## config.mk

```make
export PLATFORM = sky130hd
export DESIGN_NAME = bats_feed_arbiter
export DESIGN_NICKNAME = d
export VERILOG_FILES = /design/src/rtl/bats_feed_arbiter.sv
export SDC_FILE = /design/constraint.sdc
export NUM_CORES = 1
export LEC_CHECK = 0
export CORE_ASPECT_RATIO = 1.4
export CORE_MARGIN = 5
export CORE_UTILIZATION = 35
export DETAILED_ROUTE_END_ITERATION = 12
export DONT_BUFFER_PORTS = 1
export PLACE_DENSITY = 0.47
export SYNTH_ARGS = -nofsm -noshare
export SYNTH_HDL_FRONTEND = slang
export SYNTH_SLANG_ARGS = --single-unit
export TNS_END_PERCENT = 10
```

## constraint.sdc

```tcl
create_clock -name Clk40 -period 8.79 [get_ports Clk40]
set_input_delay 1.758 -clock Clk40 [delete_from_list [all_inputs] [get_ports Clk40]]
set_output_delay 1.758 -clock Clk40 [all_outputs]
set_load 0.02 [all_outputs]
```

## src/rtl/bats_feed_arbiter.sv

```systemverilog
// Packet-granular round-robin arbiter sharing one BATS parser UDP input between
// several multicast feeds; also sequences the parser code-reset pulse.
module bats_feed_arbiter #(
  parameter int NUM_FEEDS  = 2,
  parameter int GAP_CYCLES = 1,
  parameter int INIT_WAIT  = 5,
  parameter int MAX_WORDS  = 192
) (
  input  logic                    Clk40,
  input  logic                    reset,
  input  logic [NUM_FEEDS-1:0]    feed_valid,
  input  logic [64*NUM_FEEDS-1:0] feed_bytes,
  input  logic [8*NUM_FEEDS-1:0]  feed_byte_enables,
  input  logic [NUM_FEEDS-1:0]    feed_last,
  output logic [NUM_FEEDS-1:0]    feed_ready,
  input  logic                    ip_ready,
  output logic [63:0]             ip_bytes,
  output logic [7:0]              ip_byte_enables,
  output logic                    ip_data_valid,
  output logic                    ip_reset,
  output logic [2:0]              grant_id,
  output logic                    busy,
  output logic                    overflow_err,
  output logic                    be_err,
  output logic [2:0]              state_dbg
);

  typedef enum logic [2:0] {
    S_INIT_RST  = 3'd0,
    S_INIT_WAIT = 3'd1,
    S_IDLE      = 3'd2,
    S_STREAM    = 3'd3,
    S_ABORT     = 3'd4,
    S_DRAIN     = 3'd5,
    S_GAP       = 3'd6
  } state_t;

  localparam int WC_W     = $clog2(MAX_WORDS) + 1;
  localparam int CNT_MAX  = (INIT_WAIT > GAP_CYCLES) ? INIT_WAIT : GAP_CYCLES;
  localparam int CNT_W    = $clog2(CNT_MAX + 1);
  localparam int GAP_LAST = (GAP_CYCLES > 0) ? GAP_CYCLES - 1 : 0;
  localparam state_t AFTER_PKT = (GAP_CYCLES == 0) ? S_IDLE : S_GAP;

  state_t            state_q, state_d;
  logic [2:0]        grant_q, grant_d;
  logic [CNT_W-1:0]  cnt_q, cnt_d;
  logic [WC_W-1:0]   word_cnt_q, word_cnt_d;
  logic [63:0]       ip_bytes_q, ip_bytes_d;
  logic [7:0]        ip_be_q, ip_be_d;
  logic              ip_dv_q, ip_dv_d;
  logic              ip_reset_q, ip_reset_d;
  logic              ovf_q, ovf_d;
  logic              be_err_q, be_err_d;

  logic              sel_valid;
  logic              sel_last;
  logic [63:0]       sel_bytes;
  logic [7:0]        sel_be;
  logic              arb_found;
  logic [2:0]        arb_pick;

  // Handshake: a feed word moves when feed_valid[i] and feed_ready[i] are both
  // high at a rising Clk40 edge; feed_ready depends only on registered state
  // and ip_ready, never on feed_valid, so there is no combinational loop.

  always_comb begin
    sel_valid = 1'b0;
    sel_last  = 1'b0;
    sel_bytes = '0;
    sel_be    = '0;
    for (int i = 0; i < NUM_FEEDS; i++) begin
      if (grant_q == 3'(i)) begin
        sel_valid = feed_valid[i];
        sel_last  = feed_last[i];
        sel_bytes = feed_bytes[i*64 +: 64];
        sel_be    = feed_byte_enables[i*8 +: 8];
      end
    end
  end

  // Search starts one past the last owner, so the feed that just finished ranks lowest.
  always_comb begin
    arb_found = 1'b0;
    arb_pick  = grant_q;
    for (int k = 1; k <= NUM_FEEDS; k++) begin
      if (!arb_found && feed_valid[(int'(grant_q) + k) % NUM_FEEDS]) begin
        arb_found = 1'b1;
        arb_pick  = 3'((int'(grant_q) + k) % NUM_FEEDS);
      end
    end
  end

  always_comb begin
    feed_ready = '0;
    for (int i = 0; i < NUM_FEEDS; i++) begin
      if (grant_q == 3'(i)) begin
        feed_ready[i] = ((state_q == S_STREAM) && ip_ready) || (state_q == S_DRAIN);
      end
    end
  end

  always_comb begin
    state_d    = state_q;
    grant_d    = grant_q;
    cnt_d      = cnt_q;
    word_cnt_d = word_cnt_q;
    ip_bytes_d = '0;
    ip_be_d    = '0;
    ip_dv_d    = 1'b0;
    ip_reset_d = 1'b0;
    ovf_d      = ovf_q;
    be_err_d   = be_err_q;
    case (state_q)
      S_INIT_RST: begin
        ip_reset_d = 1'b1;
        cnt_d      = '0;
        state_d    = S_INIT_WAIT;
      end
      S_INIT_WAIT: begin
        if (cnt_q == CNT_W'(INIT_WAIT - 1)) begin
          cnt_d   = '0;
          state_d = S_IDLE;
        end else begin
          cnt_d = cnt_q + CNT_W'(1);
        end
      end
      S_IDLE: begin
        word_cnt_d = '0;
        if (arb_found) begin
          grant_d = arb_pick;
          state_d = S_STREAM;
        end
      end
      S_STREAM: begin
        if (sel_valid && ip_ready) begin
          word_cnt_d = word_cnt_q + WC_W'(1);
          if (sel_last) begin
            ip_bytes_d = sel_bytes;
            ip_be_d    = sel_be;
            ip_dv_d    = 1'b1;
            cnt_d      = '0;
            state_d    = AFTER_PKT;
          end else if (word_cnt_q == WC_W'(MAX_WORDS - 1)) begin
            // Overflowing word is swallowed; the parser gets a code reset instead.
            state_d = S_ABORT;
          end else begin
            ip_bytes_d = sel_bytes;
            ip_be_d    = sel_be;
            ip_dv_d    = 1'b1;
            if (sel_be != 8'hFF) be_err_d = 1'b1;
          end
        end
      end
      S_ABORT: begin
        ip_reset_d = 1'b1;
        ovf_d      = 1'b1;
        state_d    = S_DRAIN;
      end
      S_DRAIN: begin
        if (sel_valid && sel_last) begin
          cnt_d   = '0;
          state_d = AFTER_PKT;
        end
      end
      S_GAP: begin
        word_cnt_d = '0;
        if (cnt_q == CNT_W'(GAP_LAST)) begin
          cnt_d   = '0;
          state_d = S_IDLE;
        end else begin
          cnt_d = cnt_q + CNT_W'(1);
        end
      end
      default: state_d = S_INIT_RST;
    endcase
  end

  always_ff @(posedge Clk40 or posedge reset) begin
    if (reset) begin
      state_q    <= S_INIT_RST;
      grant_q    <= '0;
      cnt_q      <= '0;
      word_cnt_q <= '0;
      ip_bytes_q <= '0;
      ip_be_q    <= '0;
      ip_dv_q    <= 1'b0;
      ip_reset_q <= 1'b0;
      ovf_q      <= 1'b0;
      be_err_q   <= 1'b0;
    end else begin
      state_q    <= state_d;
      grant_q    <= grant_d;
      cnt_q      <= cnt_d;
      word_cnt_q <= word_cnt_d;
      ip_bytes_q <= ip_bytes_d;
      ip_be_q    <= ip_be_d;
      ip_dv_q    <= ip_dv_d;
      ip_reset_q <= ip_reset_d;
      ovf_q      <= ovf_d;
      be_err_q   <= be_err_d;
    end
  end

  assign ip_bytes        = ip_bytes_q;
  assign ip_byte_enables = ip_be_q;
  assign ip_data_valid   = ip_dv_q;
  assign ip_reset        = ip_reset_q;
  assign grant_id        = grant_q;
  assign busy            = (state_q == S_STREAM) || (state_q == S_DRAIN);
  assign overflow_err    = ovf_q;
  assign be_err          = be_err_q;
  assign state_dbg       = state_q;

endmodule

```

==> results_dict.tcl <==
set metrics [dict create \
    outcome "finished, final reports clean" \
    final_layout_size_suffix_gt1_share_pct 7.69 \
    synth_area_leaders "dfrtp_1 (56%), mux2i_1 (18%), nor2_1 (7.9%)" \
    cts_tree "built" \
    ff2ff_setup_slack_ns 6.18 \
    first_global_vias 2905 \
    fin_cells 508 \
    tns_ns 0 \
    synth_top_area_share_pct 56.3 \
    hold_start "cnt_q[2]$_DFFE_PP0P_" \
    cts-resized-gates 0 \
    gp_congestion 0.723 \
    p_leak_nw 2.25 \
    io_buffers 0 \
    power_mw 1.36 \
    cts_num_sinks 92 \
    relSlewSlack_pct 48.9 \
    wl_met3_um 1170 \
    grt_antenna_before_repair 0 \
    final_nets 514 \
    path_clk_slew_ns 0.07 \
    slowest_stage "nor2b_1" \
    maxCapViolCount 0 \
    overflow 0 \
    met2_wirelength_um 5360 \
    grt_usage_pct 15.4 \
    highest_layer "met4" \
    arrival_ns 2.16 \
    tightest_slew_ns 0.766 \
    fmax_mhz 255 \
    ys_async_sr_fraction_pct 100 \
    ys.flop_type "dfrtp_1" \
    ys_types 38 \
    drt-total-wl_um 10500 \
    drt_pre_antenna_iters 4 \
    worst_hold_slack_ns 0.500 \
    period_needed_ns 3.92 \
    synth-seq-cells 92 \
    syn_inst 368 \
    rr_endpoint "state_dbg[0]$_DFFE_PP0P_" \
    worstPathBufferInverterCount 0 \
    diodes 0 \
    p_switching_mw 0.510 \
    drc 0 \
    combPwrFrac_pct 27.3 \
    grt_pass1_wl_um 16000 \
    die_x_um 101 \
    hold_depth 1 \
    via_per_inst 5.14 \
    cts_setup_buffers 0 \
    setup_viol 0 \
    ant_nets 0 \
    drv_slew 0 \
    synth_area_per_cell_um2 11.1 \
    hold_path_end "cnt_q[2]$_DFFE_PP0P_" \
    die_area_mm2 0.0140 \
    ys_seq_area_share_pct 56.3 \
    synth_top_cell_by_area "dfrtp_1" \
    fin_worst_skew_ns 0.00912 \
    swShare_pct 37.6 \
    ys_warn_count 0 \
    drt-initial-drc-count 79 \
    dpl_cell_area_mm2 0.00418 \
    rr_worst_depth 6 \
    grt_max_degree 65 \
    layout_commonest_cell "dfrtp_1" \
    die_height_um 138 \
    worstSetupEndpointType "output pin" \
    core_area_mm2 0.0114 \
    path_cells "a21oi_1 > nor2b_1" \
    cp.required_ns 7.03 \
    p_int_mw 0.848 \
    synth-edff-count 0 \
    drt-met1-wl_um 3820 \
    cp_slowest_stage_delay_ns 0.35 \
    crit_fanout 4 \
    clock_latency_ns 0.34 \
    cts_root_buf "clkbuf_16" \
    pin_count 236 \
    area_delta_synth_final_pct 8.72 \
    netlist_area_mm2 0.00409 \
    htreeDepth 3 \
    ir_worst_vdd_v 0.000144 \
    via_count 2613 \
    place_inst 493 \
    clock_power_share_pct 26.0 \
    cts-buffers-inserted 9 \
    clockBufferDepth 2 \
    critical_path.top_delay_family "simple AND/OR/NAND/NOR gates" \
    layout_common_cells "dfrtp_1 (91), nor2_1 (86), mux2i_1 (74)" \
    wire_per_inst_um 20.7 \
    hold_path_class "reg2reg" \
    timing.rr.start "grant_id[0]$_DFFE_PP0P_" \
    dp.final_hpwl_um 7980 \
    critPathKind "in2out" \
    placementRows 46 \
    hold_viol 0 \
    min_period_over_period_pct 44.6 \
    p_seq_share_pct 46.7 \
    hold_buffers 0 \
    design_area_mm2 0.00445 \
    p_per_area_mw_per_mm2 305 \
    worst_setup_path_start_kind "primary input" \
    n_fill_cell 1140 \
    rsz0062_at_grt "no" \
    initial_utilization_pct 35.9 \
]
[cells in the mapped netlist, drive strengths merged (3+ instances only)]
cell type and number:
inv 6, dfrtp 92, xnor2 4, nand2b 4
ha 3, a21oi 10, nand2 9, nand3b 3
nor2 86, nand3 12, buf 21, a21o 3
or2 4, o21ai 6, nor3 5, mux2i 74
[per-stage QoR]
step	setup slack (ns)	util (%)
2_1_floorplan	4.64	-
3_3_place_gp	4.86	36.7
3_5_place_dp	4.87	36.7
4_1_cts	4.87	39.0
5_1_grt	4.84	39.0
6_report	4.87	39.0
[worst max path at each step]
stage	start	depth (start not counted)	to	slack, ns
after global routing	ip_ready	2	feed_ready[1]	4.84
after detailed placement	ip_ready	2	feed_ready[1]	4.87
after CTS	ip_ready	2	feed_ready[1]	4.87
after floorplan	reset	1	be_err$_DFFE_PP0P_	4.64
final	ip_ready	2	feed_ready[1]	4.87
after global placement	ip_ready	2	feed_ready[1]	4.86
[flip-flops by register name, indices dropped and copies added (netlist names)]
signal,flops
cnt_q,3
ip_byte_enables,8
ip_reset,1
word_cnt_q,9
ip_data_valid,1
be_err,1
ip_bytes,64
overflow_err,1
state_dbg,3
grant_id,1
[per-layer routing]
| layer | vias to the layer above | track usage (%) |
|---|---|---|
| met5 | - | 0 |
| met3 | 12 | 8.15 |
| met2 | 134 | 25.7 |
| li1 | 1217 | - |
| met1 | 1250 | 16.8 |
| met4 | 0 | 4.88 |
[area by class of cell]
cell class | instances | area [um^2] | area share, %
clock buffers | 10 | 229 | 5.15
flip-flops and latches | 92 | 2310 | 51.8
clock inverters | 5 | 38.8 | 0.872
repair buffers | 3 | 22.5 | 0.506
well taps | 144 | 180 | 4.05
inverters | 6 | 23.8 | 0.534
multi-input cells | 248 | 1650 | 37.0
[logic make-up after synthesis]
logic type,count (synthesis),synth area share (%)
other,1,0.0917
adders and majority gates,3,0.918
DFF,92,56.3
AOI/OAI and AO/OA,27,4.28
buffers and inverters,29,3.58
xor gates and xnor gates,6,1.28
muxes,76,18.7
and+or+nand+nor,134,14.8
[power by group through the flow]
stage	combinational (mW)	clock, mW	sequential, mW
floorplan	0.375	0	0.578
global placement	0.371	0	0.645
detailed placement	0.379	0	0.645
CTS	0.380	0.367	0.638
global route	0.415	0.386	0.647
finish	0.371	0.353	0.635
Power figures use the tool's default switching activity.
